==> src/rtl/our_clk_div_pkg.sv <==
// our_clk_div_pkg: shared width, reset defaults, channel config type and clamp helper.
// Build option: OUR_CLK_DIV_PHASE_EN adds a phase field to the channel config.
package our_clk_div_pkg;
  localparam int CNT_W = 32;
  localparam int DEF_DIV = 10000;
  localparam int DEF_HIGH = 5000;
  typedef struct packed {
    logic [CNT_W-1:0] div;
    logic [CNT_W-1:0] high;
`ifdef OUR_CLK_DIV_PHASE_EN
    logic [CNT_W-1:0] phase;
`endif
  } cfg_t;
  // forces div >= 2 and 1 <= high < div so every channel toggles
  function automatic cfg_t clamp(input cfg_t c);
    cfg_t r;
    r = c;
    r.div = c.div < CNT_W'(2) ? CNT_W'(2) : c.div;
    r.high = c.high == '0 ? CNT_W'(1) : c.high;
    r.high = r.high >= r.div ? r.div - CNT_W'(1) : r.high;
`ifdef OUR_CLK_DIV_PHASE_EN
    r.phase = r.phase >= r.div ? r.div - CNT_W'(1) : r.phase;
`endif
    return r;
  endfunction
endpackage

==> src/rtl/our_clk_div_chan.sv <==
// our_clk_div_chan: one divider channel with shadow/active config applied at period boundaries.
// Ports: clk, rst_n (async active-low), en_i run enable, wr_i shadow write, cfg_i config,
//        restart_i phase restart, clk_o divided clock, tick_o rise strobe, pend_o shadow pending.
// Build option: OUR_CLK_DIV_PHASE_EN makes start/restart load the configured phase.
module our_clk_div_chan
  import our_clk_div_pkg::*;
#(
  parameter logic [CNT_W-1:0] DIV0  = CNT_W'(DEF_DIV),
  parameter logic [CNT_W-1:0] HIGH0 = CNT_W'(DEF_HIGH)
) (
  input  logic clk,
  input  logic rst_n,
  input  logic en_i,
  input  logic wr_i,
  input  cfg_t cfg_i,
  input  logic restart_i,
  output logic clk_o,
  output logic tick_o,
  output logic pend_o
);
  localparam cfg_t RST_CFG = '{div: DIV0, high: HIGH0, default: '0};
  cfg_t act_q, act_d, shd_q, shd_d;
  logic run_q, run_d, pend_q, pend_d, clk_q, clk_d, tick_q, tick_d;
  logic wrap, rs, start, apply;
  logic [CNT_W-1:0] cnt_q, cnt_d, st;
  always_comb begin
    wrap   = run_q && cnt_q == act_q.div - CNT_W'(1);
    rs     = run_q && restart_i;
    start  = !run_q && en_i;
    // idle channels take the shadow at once; running ones only at a boundary
    apply  = pend_q && (!run_q || wrap || rs);
    act_d  = apply ? clamp(shd_q) : act_q;
    shd_d  = wr_i ? cfg_i : shd_q;
    // a write in the same cycle as a copy keeps the new value pending
    pend_d = wr_i || (pend_q && !apply);
`ifdef OUR_CLK_DIV_PHASE_EN
    st     = act_d.phase;
`else
    st     = '0;
`endif
    // restart outranks the wrap, so a pending stop waits for the next boundary
    run_d  = start || (run_q && (rs || !wrap || en_i));
    cnt_d  = (start || rs) ? st : (!run_q || wrap) ? '0 : cnt_q + CNT_W'(1);
    clk_d  = run_q && cnt_q < act_q.high;
    tick_d = clk_d && !clk_q;
  end
  always_ff @(posedge clk or negedge rst_n) begin
    if (!rst_n) begin
      run_q  <= 1'b0;
      cnt_q  <= '0;
      act_q  <= RST_CFG;
      shd_q  <= RST_CFG;
      pend_q <= 1'b0;
      clk_q  <= 1'b0;
      tick_q <= 1'b0;
    end else begin
      run_q  <= run_d;
      cnt_q  <= cnt_d;
      act_q  <= act_d;
      shd_q  <= shd_d;
      pend_q <= pend_d;
      clk_q  <= clk_d;
      tick_q <= tick_d;
    end
  end
  assign clk_o  = clk_q;
  assign tick_o = tick_q;
  assign pend_o = pend_q;
endmodule

==> src/rtl/our_clk_div_multi.sv <==
// our_clk_div_multi: NCH-channel programmable clock divider with glitch-free runtime reconfiguration.
// Ports: clk, rst_n (async active-low), ch_en per-channel enable, cfg_wr/cfg_ch/cfg_div/cfg_high
//        config write, sync_restart common phase restart, clk_out divided clocks, tick rise strobes,
//        cfg_pending shadow-not-yet-applied flags.
// Build option: OUR_CLK_DIV_PHASE_EN adds cfg_phase, loaded as the start/restart count.
module our_clk_div_multi #(
  parameter int NCH      = 4,
  parameter int CNT_W    = our_clk_div_pkg::CNT_W,
  parameter int DEF_DIV  = our_clk_div_pkg::DEF_DIV,
  parameter int DEF_HIGH = our_clk_div_pkg::DEF_HIGH,
  localparam int CH_W    = NCH > 1 ? $clog2(NCH) : 1
) (
  input  logic             clk,
  input  logic             rst_n,
  input  logic [NCH-1:0]   ch_en,
  input  logic             cfg_wr,
  input  logic [CH_W-1:0]  cfg_ch,
  input  logic [CNT_W-1:0] cfg_div,
  input  logic [CNT_W-1:0] cfg_high,
`ifdef OUR_CLK_DIV_PHASE_EN
  input  logic [CNT_W-1:0] cfg_phase,
`endif
  input  logic             sync_restart,
  output logic [NCH-1:0]   clk_out,
  output logic [NCH-1:0]   tick,
  output logic [NCH-1:0]   cfg_pending
);
  localparam int PW = our_clk_div_pkg::CNT_W;
  our_clk_div_pkg::cfg_t cfg;
  always_comb begin
    cfg = '0;
    cfg.div = PW'(cfg_div);
    cfg.high = PW'(cfg_high);
`ifdef OUR_CLK_DIV_PHASE_EN
    cfg.phase = PW'(cfg_phase);
`endif
  end
  // channel indices at or above NCH match no instance, so such writes are dropped
  for (genvar i = 0; i < NCH; i++) begin : g_ch
    our_clk_div_chan #(
      .DIV0(PW'(DEF_DIV)),
      .HIGH0(PW'(DEF_HIGH))
    ) u_chan (
      .clk(clk),
      .rst_n(rst_n),
      .en_i(ch_en[i]),
      .wr_i(cfg_wr && cfg_ch == CH_W'(i)),
      .cfg_i(cfg),
      .restart_i(sync_restart),
      .clk_o(clk_out[i]),
      .tick_o(tick[i]),
      .pend_o(cfg_pending[i])
    );
  end
endmodule
==> config.mk <==
export PLATFORM = sky130hd
export DESIGN_NAME = our_clk_div_multi
export DESIGN_NICKNAME = d
export VERILOG_FILES = /design/src/rtl/our_clk_div_pkg.sv /design/src/rtl/our_clk_div_chan.sv /design/src/rtl/our_clk_div_multi.sv
export SDC_FILE = /design/constraint.sdc
export NUM_CORES = 2
export LEC_CHECK = 0
export CORE_UTILIZATION = 46
export CTS_CLUSTER_DIAMETER = 150
export DETAILED_ROUTE_END_ITERATION = 12
export MAX_ROUTING_LAYER = met4
export PLACE_DENSITY = 0.67
export SLEW_MARGIN = 20
export SYNTH_ARGS = -nofsm -noshare
export SYNTH_HDL_FRONTEND = slang
export SYNTH_SLANG_ARGS = --single-unit
==> constraint.sdc <==
create_clock -name clk -period 6.1 [get_ports clk]
set_clock_uncertainty 0.05 [all_clocks]
set_input_delay 1.525 -clock clk [delete_from_list [all_inputs] [get_ports clk]]
set_output_delay 1.525 -clock clk [all_outputs]
set_load 0.05 [all_outputs]
==> summary.txt <==
Run status
  – Status: completed

Clock tree
  – CTS resizes: 0
  – Clock Path Buffers: 3
  – Htree depth: 3
  – Postcts setup bufs: 0
  – Post-CTS Hold Buffers: 0
  – Clock sinks: 656
  – Clock Pin Slew Worst Setup and Hold Paths: 0.06 ns
  – Clock root buffer: clkbuf_16
  – Clk Latency, worst-skew pair: 0.64 ns
  – CTS tree: yes
  – Total CTS buffers: 76

Logic synthesis
  – Cells after Synth: 4054
  – Yosys top cell area share: 0.354
  – Post-synth top cells: dfrtp_1 (576), mux2_2 (325), nor2_1 (296)
  – Distinct cells, synth: 80
  – Most frequent cell after synthesis: dfrtp_1
  – Seq/Total Area, Yosys: 0.406
  – Async set or reset register ratio after synthesis: 1.00
  – Top FF cell, synth: dfrtp_1
  – Yosys warns: 0
  – Mapped cell area: 40700 um^2
  – Ranking of synthesized cells by area: dfrtp_1 (35%), mux2_2 (9.0%), ha_1 (8.1%)
  – #FFs+latches synth: 656
  – Syn_area_per_cell: 10.0 um^2
  – Net Count, Synth: 4392
  – Post-synth top area cell: dfrtp_1
  – Post-synth EDFFs: 0

Worst hold path
  – Hold Path Class: register to register
  – HP Start: g_ch[2].u_chan.clk_o

Setup path
  – Crit. End Element: register
  – R2R Path Start: g_ch[3].u_chan.shd_q[50]
  – Worst Setup SP: g_ch[3].u_chan.shd_q[50]
  – CP Launch Type: register
  – CP required: 6.58 ns
  – WS Path Type: register to register
  – R2R Setup Slk: 1.15 ns
  – Crit path max fanout: 26
  – Worst EP arrival: 5.42 ns

Timing
  – Final Setup Violations: 0
  – Hold slack: 0.378 ns
  – Least-Margin Pin Slew: 1.05 ns
  – Post-route setup TNS: 0 ns
  – Slew Viols, Final: 0
  – Slew HR: 0.299
  – Period utilization: 0.811
  – Min cycle time layout: 4.95 ns
  – RSZ-0062 raised after global routing: no
  – Max frequency: 202 MHz
  – Final Hold Fails: 0

Die
  – Boundary Pins: 86
  – Initial Util: 0.467
  – Core ar.: 87200 um^2
  – Chip Width: 299 um
  – Cell Rows: 108
  – Die ar.: 89600 um^2
  – Die height: 299 um

Detailed routing
  – Drt wl/cell: 22.2 um
  – Routed Antenna Nets: 0
  – Iter 0 DRT Violations: 2567
  – Via density: 5.76
  – Detailed-route via count: 30000
  – DRT Wirelength: 116 mm
  – Drt pass-1 iters: 5
  – DRC Markers: 0

Power
  – Total power: 0.0171 W
  – Leak Pwr: 20.3 nW
  – PwrDens: 378 nW/um^2
  – Max VDD drop: 305 uV

Finish
  – Layout cells sized above 1: 0.157
  – Area Overhead vs Synth: 11.1%
  – Nets: 4326

Flow run
  – # Max-Cap Violations: 0

Place
  – Final HPWL from detailed placement: 84.7 mm
  – I/O Buffers: 85
  – GP Congestion: 0.939

Global routing
  – Initial antenna violation count: 10
  – Aggregate global routing overflow: 0
  – Largest net degree at the start of global routing: 130
  – Gr usage total: 0.267
  – Vias in the first global route: 29100
  – Global-route wire length before repair: 179 mm
[metrics by stage]
| stage | std cells | utilization | setup slack (ns) | cell area, um^2 |
|---|---|---|---|---|
| 2_1_floorplan | 4054 | - | 1.25 | 40700 |
| 3_3_place_gp | 5064 | 0.486 | 1.34 | 42300 |
| 3_5_place_dp | 5064 | 0.486 | 1.23 | 42300 |
| 4_1_cts | 5205 | 0.518 | 1.20 | 45200 |
| 5_1_grt | 5208 | 0.518 | 0.835 | 45200 |
| 6_report | 5210 | 0.518 | 1.15 | 45200 |
[cell families after synthesis]
logic type / count (synthesis) / synth area share
AO/OA/AOI/OAI: 420 / 0.0669
XOR/XNOR: 377 / 0.0812
adder cells (fa/ha/maj): 264 / 0.0812
buffers and inverters: 559 / 0.0543
flip-flops: 656 / 0.406
multiplexers: 606 / 0.162
AND/OR/NAND/NOR: 1172 / 0.148
[power breakdown]
| part | switching (W) | internal [W] |
|---|---|---|
| clock | 0.00200 | 0.00310 |
| combinational | 0.00277 | 0.00238 |
| sequential | 0.00127 | 0.00556 |
| total | 0.00603 | 0.0110 |
[final timing paths]
check                                                end  cells past startpoint
worst max-delay path             g_ch[3].u_chan.act_q[0]                     16
min in group asynchronous       g_ch[2].u_chan.act_q[10]                      1
worst max register to register   g_ch[3].u_chan.act_q[0]                     16
worst min-delay path               g_ch[2].u_chan.tick_o                      1
max in group asynchronous       g_ch[3].u_chan.act_q[20]                      2
worst min register to register     g_ch[2].u_chan.tick_o                      1
[state kept, by name (all words and copies together) (netlist names)]
name,cells
g_ch.u_chan.act_q,256
g_ch.u_chan.clk_o,4
g_ch.u_chan.pend_o,4
g_ch.u_chan.cnt_q,128
g_ch.u_chan.shd_q,256
g_ch.u_chan.tick_o,4
g_ch.u_chan.run_q,4
[area by class of cell]
cell class,instances,area [um^2]
diodes,4,10.0
clock inverters,43,676
repair buffers,122,1270
inverters,293,1100
flip-flops and latches,656,16500
multi-input cells,2839,22000
well taps,1155,1450
clock buffers,98,2130
fillers,7759,42000
[per-layer routing]
metal	vias up	routed length (um)	GRT usage	part of all wire
met3	207	6990	0.0346	0.060
met2	885	51300	0.397	0.44
met5	-	0	-	0
met4	0	4480	0.0995	0.039
met1	14900	52900	0.370	0.46
li1	14100	-	-	-
[placed cells by master (no fill, tap or decap), types with 8 or more instances in the layout]
master | synthesis | layout
bufinv_16 | 0 | 14
a211oi_1 | 18 | 18
or4_1 | 28 | 28
nand3_1 | 98 | 97
inv_1 | 293 | 293
buf_12 | 0 | 9
dfstp_2 | 80 | 80
dfrtp_1 | 576 | 576
clkdlybuf4s50_1 | 0 | 84
ha_1 | 264 | 264
a21o_1 | 60 | 59
mux2i_1 | 255 | 255
or2_2 | 10 | 10
xnor2_1 | 251 | 251
clkbuf_8 | 0 | 15
nor4b_1 | 8 | 8
nor2b_1 | 32 | 32
buf_4 | 16 | 27
nor3_1 | 106 | 105
clkinv_2 | 0 | 12
o21a_1 | 9 | 9
xor2_1 | 126 | 126
o211ai_1 | 21 | 21
nand4_1 | 99 | 99
nor4_1 | 112 | 112
mux2_2 | 325 | 325
mux2_4 | 26 | 26
or3_1 | 36 | 36
nand2b_1 | 33 | 33
o2111ai_1 | 9 | 9
a31oi_1 | 21 | 20
nand2_1 | 204 | 202
nand3b_1 | 14 | 14
a21oi_1 | 75 | 73
and4_1 | 13 | 13
and3_1 | 44 | 44
nor2_1 | 296 | 296
o21ai_0 | 127 | 127
clkbuf_16 | 0 | 76
[critical path, cell delays in order, from the launching register on]
cell and delay, ns:
dfrtp_1 0.43, or4_1 0.59, nand4b_1 0.29, nor3_1 0.51, and3b_1 0.31, nor2b_1 0.09
ha_1 0.29, nor2b_1 0.11, o21ai_0 0.10, a211oi_1 0.27, o21ai_0 0.13, a2111oi_0 0.46
nor4b_1 0.13, nor3_2 0.17, buf_4 0.46, mux2i_1 0.14, mux2_4 0.28
Power figures use the tool's default switching activity.
